<file path="src/rtl/multicycle_ctrl.sv">
// Multicycle CPU control unit: IF/ID/EXE/MEM/WB/HALT sequencer with Moore strobe decode.
// Optional memory wait states are enabled by defining MEM_WAIT_EN.
module multicycle_ctrl (
  input  logic        clk,
  input  logic        Reset,
  input  logic [15:0] Ins,
  input  logic        Z,
  input  logic        C,
  input  logic        MemRdy,
  output logic        MemReq,
  output logic        MemWE,
  output logic        IRWrite,
  output logic        PCWrite,
  output logic        PCSrc,
  output logic        WBRF,
  output logic        WBresource,
  output logic        RBresource,
  output logic        OprandB,
  output logic        LI,
  output logic        Buff_IDEXE,
  output logic [2:0]  ALUop,
  output logic        UseCarry,
  output logic        Flag,
  output logic        Halted,
  output logic [2:0]  State
);

  typedef enum logic [2:0] {
    S_IF   = 3'd0,
    S_ID   = 3'd1,
    S_EXE  = 3'd2,
    S_MEM  = 3'd3,
    S_WB   = 3'd4,
    S_HALT = 3'd5
  } state_t;

  localparam logic [3:0] OP_NOP  = 4'h0;
  localparam logic [3:0] OP_ADD  = 4'h1;
  localparam logic [3:0] OP_ADC  = 4'h2;
  localparam logic [3:0] OP_SUB  = 4'h3;
  localparam logic [3:0] OP_SBB  = 4'h4;
  localparam logic [3:0] OP_AND  = 4'h5;
  localparam logic [3:0] OP_OR   = 4'h6;
  localparam logic [3:0] OP_XOR  = 4'h7;
  localparam logic [3:0] OP_CMP  = 4'h8;
  localparam logic [3:0] OP_MOV  = 4'h9;
  localparam logic [3:0] OP_LI   = 4'hA;
  localparam logic [3:0] OP_LD   = 4'hB;
  localparam logic [3:0] OP_ST   = 4'hC;
  localparam logic [3:0] OP_JMP  = 4'hD;
  localparam logic [3:0] OP_JCC  = 4'hE;
  localparam logic [3:0] OP_HALT = 4'hF;

  state_t     r_state;
  state_t     w_next;
  logic [3:0] w_op;
  logic       w_rdy;
  logic       w_cond;
  logic       w_unused;

  logic       w_mem_req, w_mem_we, w_ir_write, w_pc_write, w_pc_src, w_wbrf;
  logic       w_wb_res, w_rb_res, w_opr_b, w_li, w_buff, w_use_carry, w_flag, w_halted;
  logic [2:0] w_alu_op;

  assign w_op   = Ins[15:12];
  assign w_cond = Ins[11] ? C : Z;

`ifdef MEM_WAIT_EN
  assign w_rdy    = MemRdy;
  assign w_unused = ^Ins[10:0];
`else
  assign w_rdy    = 1'b1;
  assign w_unused = ^{MemRdy, Ins[10:0]};
`endif

  // State register
  always_ff @(posedge clk) begin
    if (Reset) r_state <= S_IF;
    else       r_state <= w_next;
  end

  // Next-state and Moore strobe decode
  always_comb begin
    w_next      = r_state;
    w_mem_req   = 1'b0;
    w_mem_we    = 1'b0;
    w_ir_write  = 1'b0;
    w_pc_write  = 1'b0;
    w_pc_src    = 1'b0;
    w_wbrf      = 1'b0;
    w_wb_res    = 1'b0;
    w_rb_res    = 1'b0;
    w_opr_b     = 1'b0;
    w_li        = 1'b0;
    w_buff      = 1'b0;
    w_alu_op    = 3'd0;
    w_use_carry = 1'b0;
    w_flag      = 1'b0;
    w_halted    = 1'b0;
    case (r_state)
      S_IF: begin
        w_mem_req  = 1'b1;
        w_ir_write = w_rdy;
        w_pc_write = w_rdy;
        if (w_rdy) w_next = S_ID;
      end
      S_ID: begin
        w_buff = 1'b1;
        case (w_op)
          OP_NOP:  w_next = S_IF;
          OP_HALT: w_next = S_HALT;
          default: w_next = S_EXE;
        endcase
      end
      S_EXE: begin
        case (w_op)
          OP_SUB, OP_SBB, OP_CMP: w_alu_op = 3'd1;
          OP_AND:                 w_alu_op = 3'd2;
          OP_OR:                  w_alu_op = 3'd3;
          OP_XOR:                 w_alu_op = 3'd4;
          OP_MOV, OP_LI:          w_alu_op = 3'd5;
          default:                w_alu_op = 3'd0;
        endcase
        w_use_carry = (w_op == OP_ADC) || (w_op == OP_SBB);
        w_flag      = (w_op >= OP_ADD) && (w_op <= OP_CMP);
        w_opr_b     = (w_op == OP_LI) || (w_op == OP_LD) || (w_op == OP_ST);
        w_li        = w_opr_b;
        case (w_op)
          OP_CMP:       w_next = S_IF;
          OP_LD, OP_ST: w_next = S_MEM;
          OP_JMP: begin
            w_next     = S_IF;
            w_pc_write = 1'b1;
            w_pc_src   = 1'b1;
          end
          OP_JCC: begin
            w_next     = S_IF;
            w_pc_write = w_cond;
            w_pc_src   = w_cond;
          end
          default:      w_next = S_WB;
        endcase
      end
      S_MEM: begin
        w_mem_req = 1'b1;
        w_mem_we  = (w_op == OP_ST);
        w_rb_res  = (w_op == OP_ST);
        if (w_rdy) w_next = (w_op == OP_LD) ? S_WB : S_IF;
      end
      S_WB: begin
        w_wbrf   = 1'b1;
        w_wb_res = (w_op == OP_LD);
        w_next   = S_IF;
      end
      S_HALT: w_halted = 1'b1;
      default: w_next = S_IF;
    endcase
  end

  // Reset masks every strobe so nothing leaks out while the sequencer is held
  assign MemReq     = w_mem_req   & ~Reset;
  assign MemWE      = w_mem_we    & ~Reset;
  assign IRWrite    = w_ir_write  & ~Reset;
  assign PCWrite    = w_pc_write  & ~Reset;
  assign PCSrc      = w_pc_src    & ~Reset;
  assign WBRF       = w_wbrf      & ~Reset;
  assign WBresource = w_wb_res    & ~Reset;
  assign RBresource = w_rb_res    & ~Reset;
  assign OprandB    = w_opr_b     & ~Reset;
  assign LI         = w_li        & ~Reset;
  assign Buff_IDEXE = w_buff      & ~Reset;
  assign UseCarry   = w_use_carry & ~Reset;
  assign Flag       = w_flag      & ~Reset;
  assign Halted     = w_halted    & ~Reset;
  assign ALUop      = Reset ? 3'd0 : w_alu_op;
  assign State      = Reset ? 3'd0 : 3'(r_state);

endmodule

</file>
<file path="config.mk">
export PLATFORM = sky130hd
export DESIGN_NAME = multicycle_ctrl
export DESIGN_NICKNAME = d
export VERILOG_FILES = /design/src/rtl/multicycle_ctrl.sv
export SDC_FILE = /design/constraint.sdc
export NUM_CORES = 1
export LEC_CHECK = 0
export CAP_MARGIN = 20
export CORE_MARGIN = 5
export CORE_UTILIZATION = 35
export DETAILED_ROUTE_END_ITERATION = 16
export PLACE_DENSITY = 0.84
export SYNTH_ARGS = -nofsm -noshare
export SYNTH_HDL_FRONTEND = slang
export SYNTH_SLANG_ARGS = --single-unit
</file>
<file path="constraint.sdc">
create_clock -name clk -period 1.5 [get_ports clk]
set_input_delay 0.3 -clock clk [delete_from_list [all_inputs] [get_ports clk]]
set_output_delay 0.3 -clock clk [all_outputs]
set_load 0.02 [all_outputs]
</file>
==> out/results.ini <==
[run_status]
status=finished, violations left
violations=negative setup slack

[synth]
avgSynthCellArea_sq_um=7.07
synthFlopType=dfxtp_1
netlist_instances=85
syn_area_sq_um=601
ys_types=36
syn_nets=111
synth_edf_count=0
yosysWarnings=0
seq_area_frac_synth_pct=10.0
synth-seq-cells=3
async_flop_share_pct=0

[routing]
drtIter0Drc=5
ant_nets=0
drc=0
drt-wirelength-per-cell_um=15.2
post_drt_via_cell_ratio=5.51
wl_um=2250
drt_first_pass_iters=4
vias=815

[sta]
clock_skew_ns=0.00328
period_minus_slack_ns=1.60
setup_viol=14
slew_violations=0
rsz0062_at_grt=yes
fin_crit_sh_pct=106
layout_setup_ws_ns=-0.0963
relSlewSlack_pct=83.5
tightest_slew_ns=0.247
finalHoldViolCount=0
fmax_mhz=626

[floorplanning]
ioPinCount=41
die_x_um=51.4
core_sq_um=1670
die_h_um=51.4
fp-row-count=15
start_util_pct=36.0
fp.dieArea_sq_um=2640

[final_layout]
final_nets=158
largestRegisters=r_state (3)
regMostFlops=r_state
largest_register_ff_count=3
fin_util_pct=71.1
drive_above_1_share_pct=64.1
fin_cells=148
antenna_cells=0
area_growth_pct=97.7

[worst_setup_path]
max_stage_delay_ns=0.34
crit_type=reg2out
crit_fanout=4
end_kind=primary output
cp_slowest_cell=dfxtp_2
crit_arrival_ns=1.30
cp-start-kind=register
critPathTopFamily=simple AND/OR/NAND/NOR gates
worst-endpoint-required_ns=1.20
path_buf_inv=1
crit_chain=and2b_2, and2_4, and3_4, buf_6

[clocking]
cts_max_path_buffers=2
tritoncts=built
cts-hold-fix-buffers=0
cts_root_buf=clkbuf_4
clkSinkCount=3
path_clk_slew_ns=0.04
clk_latency_ns=0.23
htreeDepth=1
numCtsBuffers=3

[place]
dp_cells=141
gp_congestion=0.823
port-buffer-count=28
dp_hpwl_um=1530

[global_routing]
met3_usage_pct=4.96
grtUsageMet1_pct=21.8
grt-ovfl-total=0
grt_max_degree=13
use_met2_pct=31.8
grt.total_usage_pct=17.9
grt_pass1_wl_um=3710
grt_pass1_vias=834
grt_antenna_before_repair=0
grt.busiest_layer=met2

[power]
power.leakage_uw=0.000560
p_per_area_nw_per_um2=600
vdd.ir_drop.worst_uv=655

[min_path]
hold_class=in2reg

[job]
max_cap_violations=0

==> per-layer routing <==
metal	wire [um]	part of all wire (%)
met2	1150	51
met3	140	6.2
met1	951	42
met5	0	0
met4	14	0.62
==> cell usage after synthesis, drive strengths merged, types with 3 or more instances <==
| library cell | count | area, sq um |
|---|---|---|
| a211oi | 3 | 22.5 |
| a21oi | 3 | 15.0 |
| buf | 10 | 67.6 |
| dfxtp | 3 | 60.1 |
| ha | 5 | 62.6 |
| inv | 5 | 18.8 |
| nand2 | 7 | 26.3 |
| nand2b | 5 | 31.3 |
| nand3 | 3 | 15.0 |
| nor2 | 5 | 18.8 |
| nor2b | 5 | 31.3 |
| nor3 | 5 | 30.0 |
| o21ai | 3 | 15.0 |
==> worst reg2reg max path: cells and delay by family (launching register included) <==
kind / cells / cell delay, ns
buffers and inverters: 2 / 0.30
DFF: 1 / 0.41
AOI/OAI and AO/OA: 1 / 0.24
and+or+nand+nor: 2 / 0.28
==> logic make-up after synthesis <==
kind of cell    Yosys count  synth area share (%)
buf+inv                  15                  14.4
flops                     3                  10.0
compound gates           17                  20.8
fa+ha+maj                 5                  10.4
mux                       2                  3.54
simple gates             42                  39.4
xor+xnor                  1                  1.46
==> timing repair <==
item	CTS	global route
resized for setup	151	21
pin swaps	9	3
endpoints found under the setup margin	23	18
buffers inserted	2	0
gates cloned	1	0
==> path summary, 6_finish.rpt <==
kind	startpoint	endpoint	slack, ns	depth (start not counted)
min reg2reg	r_state[2]$_SDFFE_PP0P_	r_state[2]$_SDFFE_PP0P_	0.61	2
min	Reset	r_state[2]$_SDFFE_PP0P_	0.54	4
max reg2reg	r_state[0]$_SDFFE_PP0P_	r_state[1]$_SDFFE_PP0P_	0.18	5
max	r_state[2]$_SDFFE_PP0P_	OprandB	-0.1	4
==> area by class of cell <==
cell class	instances	area, sq um
fill	137	483
clock buffer	4	26.3
tap	17	21.3
timing repair buffer	52	432
sequential	3	66.3
inverter	5	21.3
multi-input combinational	67	621
==> power breakdown <==
part / total (uW) / switching (uW) / internal, uW
sequential: 120 / 23.6 / 96.8
combinational: 448 / 227 / 221
clock: 144 / 44.3 / 99.8
total: 713 / 295 / 417
==> stage by stage <==
step	cell area [sq um]	setup TNS [ns]	setup WS (ns)	hold WS, ns	power, uW
global placement	1030	-15.87	-0.919	0.645	480
CTS	1130	-0.918	-0.0887	0.585	666
floorplan	622	-0.204	-0.0944	0.568	319
detailed placement	1030	-16.60	-0.984	0.657	492
finish	1190	-0.817	-0.0963	0.536	713
global route	1190	-1.66	-0.147	0.545	771
==> placed cells by master (no fill, tap or decap), types with 3 or more instances in the layout <==
master and instances:
buf_2 6, buf_4 28, buf_6 11, clkbuf_4 3, dlygate4sd2_1 3, ha_4 3, inv_1 3, nand2_1 5
nand2b_1 3, nand3_1 3, nor2_1 4, nor2b_1 3, nor3_4 3, o21ai_0 3
Power figures use the tool's default switching activity.
==> edit 1 (same flow settings) <==
Add a define of `MEM_WAIT_EN`.
--- a/src/rtl/multicycle_ctrl.sv
+++ b/src/rtl/multicycle_ctrl.sv
@@ -1,5 +1,7 @@
 // Multicycle CPU control unit: IF/ID/EXE/MEM/WB/HALT sequencer with Moore strobe decode.
 // Optional memory wait states are enabled by defining MEM_WAIT_EN.
+`define MEM_WAIT_EN
+
 module multicycle_ctrl (
   input  logic        clk,
   input  logic        Reset,
Function: changed (a bounded check fails within 4 cycles, from zero or initial values and one cycle with Reset high).
==> edit 1 against the original RTL <==
- via count grew 2.5%
- design area rose by 7.6%
- power decreased by 7.5%
- final cell count grew 0.68%
- the flow still finishes with violations (setup timing)
- highest routed layer unchanged
- sequential power decreased by 16%
- setup slack lost 0.056 ns
- synthesized area shrank 6.5%
- maximum frequency down 3.4%
- combinational power fell by 12%
- worst hold slack better by 0.14 ns
- sequential cell count did not move
- largest power group unchanged
- global-route usage increased by 3.1 points
- wire length rose by 12%
==> edit 1: results (changes against the original RTL) <==
Seq pwr share -> 15.3% (-1.6 points)
Post-synthesis mux area share -> 7.572% (+4.0 points)
Syn_nets -> 105 (-5.4%)
Synth top area share -> 11.14% (+0.72 points)
First-pass GRT wire length -> 4057 microns (+9.3%)
M1 WL -> 835 microns (-12%)
PortBufs -> 29 (+3.6%)
Synth area leaders -> ha_1 (11%), dfxtp_1 (11%), nor2_1 (6.0%)
Cells after DPL -> 139 (-1.4%)
Met2 Usage GRT -> 40.17% (+8.4 points)
GRT met1 Usage -> 18.82% (-3.0 points)
Syn Inst Count -> 79 (-7.1%)
Crit Reg-Reg Endpoint -> r_state[0]$_SDFFE_PP0P_
Crit path from -> Ins[12]
Post-Synth XOR/XNOR Area -> 3.118% (+1.7 points)
Initial DRC Count -> 17 (+12)
IR drop worst, VDD -> 281.5 uV (-57%)
DR WL met2 -> 1391 microns (+21%)
Clk_lat worst skew -> 0.26 ns (+0.03 ns)
Hold Startpoint -> r_state[1]$_SDFFE_PP0P_
Worst Path Arrival -> 1.35 ns (+0.05 ns)
Fin Hold WS -> 0.6769 ns (+0.1411 ns)
Routed WL -> 2519 microns (+12%)
R2R setup slack -> 0.16 ns (-0.02 ns)
GRT Resource Usage Total -> 21.05% (+3.1 points)
Critical Path Sink -> PCWrite
Setup TNS -> -1.347 ns (-0.5306 ns)
Status -> finished, violations left
Ys Warns -> 0 (unchanged)
Failing checks -> setup timing
Leak Pwr -> 0.5820 nW (+4.0%)
Clock net power -> 0.164 mW (+14%)
Post-Route Skew -> 0.006064 ns (+0.002779 ns)
Post-synthesis sequential area ratio -> 10.69% (+0.69 points)
Area after DPL -> 0.001056 sq mm (+2.9%)
Adder-Cell Fraction of Synth Area -> 11.14% (+0.72 points)
Hold Crit Class -> reg -> reg
Final setup violating endpoints -> 15 (+1)
Non-filler cells, final -> 149 (+0.68%)
Layout cells sized above 1 -> 67.67% (+3.5 points)
Via count -> 835 (+2.5%)
Number of global-route vias before repair -> 883 (+5.9%)
Worst Hold Endpoint -> r_state[1]$_SDFFE_PP0P_
Hold path cells -> 3 (-1)
Final GP Congestion -> 0.8588 (+4.4%)
Hpwl dp -> 1593 microns (+3.9%)
Compound-gate portion of the synthesized area -> 16.48% (-4.4 points)
Commonest cells in the netlist -> nor2_1 (9), nand2_1 (8), ha_1 (5), nor3_1 (5), inv_1 (4)
Final worst setup slack -> -0.1518 ns (-0.05552 ns)
Pre-CTS WS -> -1.050 ns (-0.06595 ns)
GRT met3 Usage -> 7.530% (+2.6 points)
-- edit 1: changes by cell type after synthesis, sizes merged, moves of 2 or more --
cell | unedited run | this run
buf | 10 | 6
nor2 | 5 | 9
a211oi | 3 | 1
nor2b | 5 | 3
nor4 | 2 | 0
-- edit 1: what timing repair did --
| item | 4_1_cts | 5_1_grt |
|---|---|---|
| pin swaps | 11 | 7 |
| buffers inserted | 4 | 3 |
| endpoints found under the setup margin | 23 | 20 |
| resized for setup | 149 | 30 |
-- edit 1: cell type report --
class | instances | area (sq um)
Multi-Input combinational cell | 66 | 645.6
Timing Repair Buffer | 56 | 491.7
Fill cell | 87 | 229.0
Sequential cell | 3 | 68.82
Clock buffer | 4 | 26.28
Inverter | 4 | 25.02
Tap cell | 16 | 20.02
-- edit 1: worst max-delay path, stage by stage --
cell and delay (ns):
buf_12 0.11, buf_4 0.12, ha_1 0.23, a21oi_4 0.16, nor3_4 0.07, or2_4 0.23, buf_6 0.13
==> edit 2 (same flow settings) <==
Made on the original files. Make the reset (`Reset`) asynchronous in one clocked block.
--- a/src/rtl/multicycle_ctrl.sv
+++ b/src/rtl/multicycle_ctrl.sv
@@ -74,7 +74,7 @@
 `endif
 
   // State register
-  always_ff @(posedge clk) begin
+  always_ff @(posedge clk or posedge Reset) begin
     if (Reset) r_state <= S_IF;
     else       r_state <= w_next;
   end
Check against the original RTL: no difference found for any inputs over 10 cycles, from zero or initial values and one cycle with Reset high; that may be too few to reach the edited logic, so the function may still have changed.
==> edit 2 against the original RTL <==
- the flow still finishes with violations (setup timing)
- design area is 14% higher
- count of clock-buffer cells in the layout stayed put
- sequential cell count stayed put
- first-iteration DRC count grew to 2.6 times the old value
- wire length is 22% higher
- synthesized area is 5.8% lower
- setup slack worse by 0.12 ns
- sequential share of layout area hardly changed
- synthesized cell count is 7.1% lower
- worst hold slack worse by 0.18 ns
- maximum frequency is 7.1% lower
- highest routed layer unchanged
Power is not compared: it rests on default switching activity, and its combinational part moved more than twofold at a synthesized area within 25%.
==> edit 2: results (changes against the original RTL) <==
Final GP Congestion -> 0.7833 (-4.8%)
GRT Resource Usage Total -> 21.08% (+3.2 points)
WL/cell -> 17.61 microns (+16%)
Critical Path Sink -> UseCarry
Adder-Cell Fraction of Synth Area -> 11.06% (+0.65 points)
Hold Crit Class -> in -> async
Layout cells sized above 1 -> 69.29% (+5.2 points)
Setup TNS -> -2.139 ns (-1.322 ns)
Synth area leaders -> dfrtp_1 (13%), ha_1 (11%), nor2b_1 (6.6%)
Hpwl dp -> 1662 microns (+8.4%)
Syn avg cell area -> 7.159 sq um (+1.3%)
Area after DPL -> 0.001129 sq mm (+10%)
Post-synth ARST share -> 100.0% (+100 points)
#MultiIn Comb -> 62 (-7.5%)
Post-synthesis sequential area ratio -> 13.27% (+3.3 points)
Buffers outside the clock class -> 65 (+25%)
Compound-gate portion of the synthesized area -> 20.35% (-0.48 points)
Crit path from -> r_state[2]$_DFFE_PP0P_
RR Startpoint -> r_state[2]$_DFFE_PP0P_
Initial DRC Count -> 13 (+8)
Final worst setup slack -> -0.2191 ns (-0.1228 ns)
Crit Reg-Reg Endpoint -> r_state[2]$_DFFE_PP0P_
Pre-CTS WS -> -1.007 ns (-0.02328 ns)
Synth Flop Type -> dfrtp_1
Slowest CP cell -> dfrtp_1
R2R setup slack -> 0.07 ns (-0.11 ns)
Post-synthesis mux area share -> 5.752% (+2.2 points)
Non-filler cells, final -> 156 (+5.4%)
Failing checks -> setup timing
Slew @ Worst Pin -> 0.3655 ns (+0.1181 ns)
Seq. cell area -> 75.07 sq um (+13%)
Non-clock inverters -> 6 (+1)
Fraction of area in registers -> 5.566% (-0.019 points)
Well-tap cell count -> 16 (-1)
Synth area leader -> dfrtp_1
Final-layout fill cell count -> 74 (-46%)
Post-Route Skew -> 0.004761 ns (+0.001476 ns)
Worst Path Arrival -> 1.42 ns (+0.12 ns)
Layout Nets -> 167 (+5.7%)
Final setup violating endpoints -> 17 (+3)
Commonest cells in the netlist -> inv_1 (6), nand2_1 (6), nor2b_1 (6)
Status -> finished, violations left
Distinct cells, synth -> 33 (-8.3%)
Vias per cell -> 5.699 (+3.5%)
Crit path largest cell delay -> 0.42 ns (+0.08 ns)
Area of the multi-input gates -> 640.6 sq um (+3.2%)
Syn_nets -> 105 (-5.4%)
Cells after DPL -> 146 (+3.5%)
Number of global-route vias before repair -> 918 (+10%)
Clk cell area share -> 1.948% (-0.26 points)
Post-Synth XOR/XNOR Area -> 0% (-1.5 points)
edit 2: cell count changes in the layout (fill, tap and decap cells not counted), moves of 3 or more:
cell | unedited run | this run
buf_2 | 6 | 0
dfrtp_1 | 0 | 3
buf_6 | 11 | 18
buf_4 | 28 | 41
o21ai_0 | 3 | 0
edit 2: cells by family (layout without fill, tap and decap cells):
kind of cell    after synthesis  in the layout
flops                         3              3
mux                           3              3
compound gates               16             16
buf+inv                      14             75
fa+ha+maj                     5              5
simple gates                 38             38
edit 2: power by group:
| part | total (mW) | switching (mW) | internal [mW] |
|---|---|---|---|
| registers | 0.159 | 0.0391 | 0.120 |
| logic | 1.24 | 0.601 | 0.644 |
| clock network | 0.141 | 0.0419 | 0.0996 |
edit 2: timing repair:
action,4_1_cts,5_1_grt
resized for setup,156,20
pin swaps,14,5
buffers inserted,5,2
endpoints found under the setup margin,23,21
edit 2: routing by layer:
layer	track usage [%]	share of wire (%)
met3	8.284	7.7
met1	20.43	37
met5	0	0
met2	39.33	53
met4	7.860	2.4
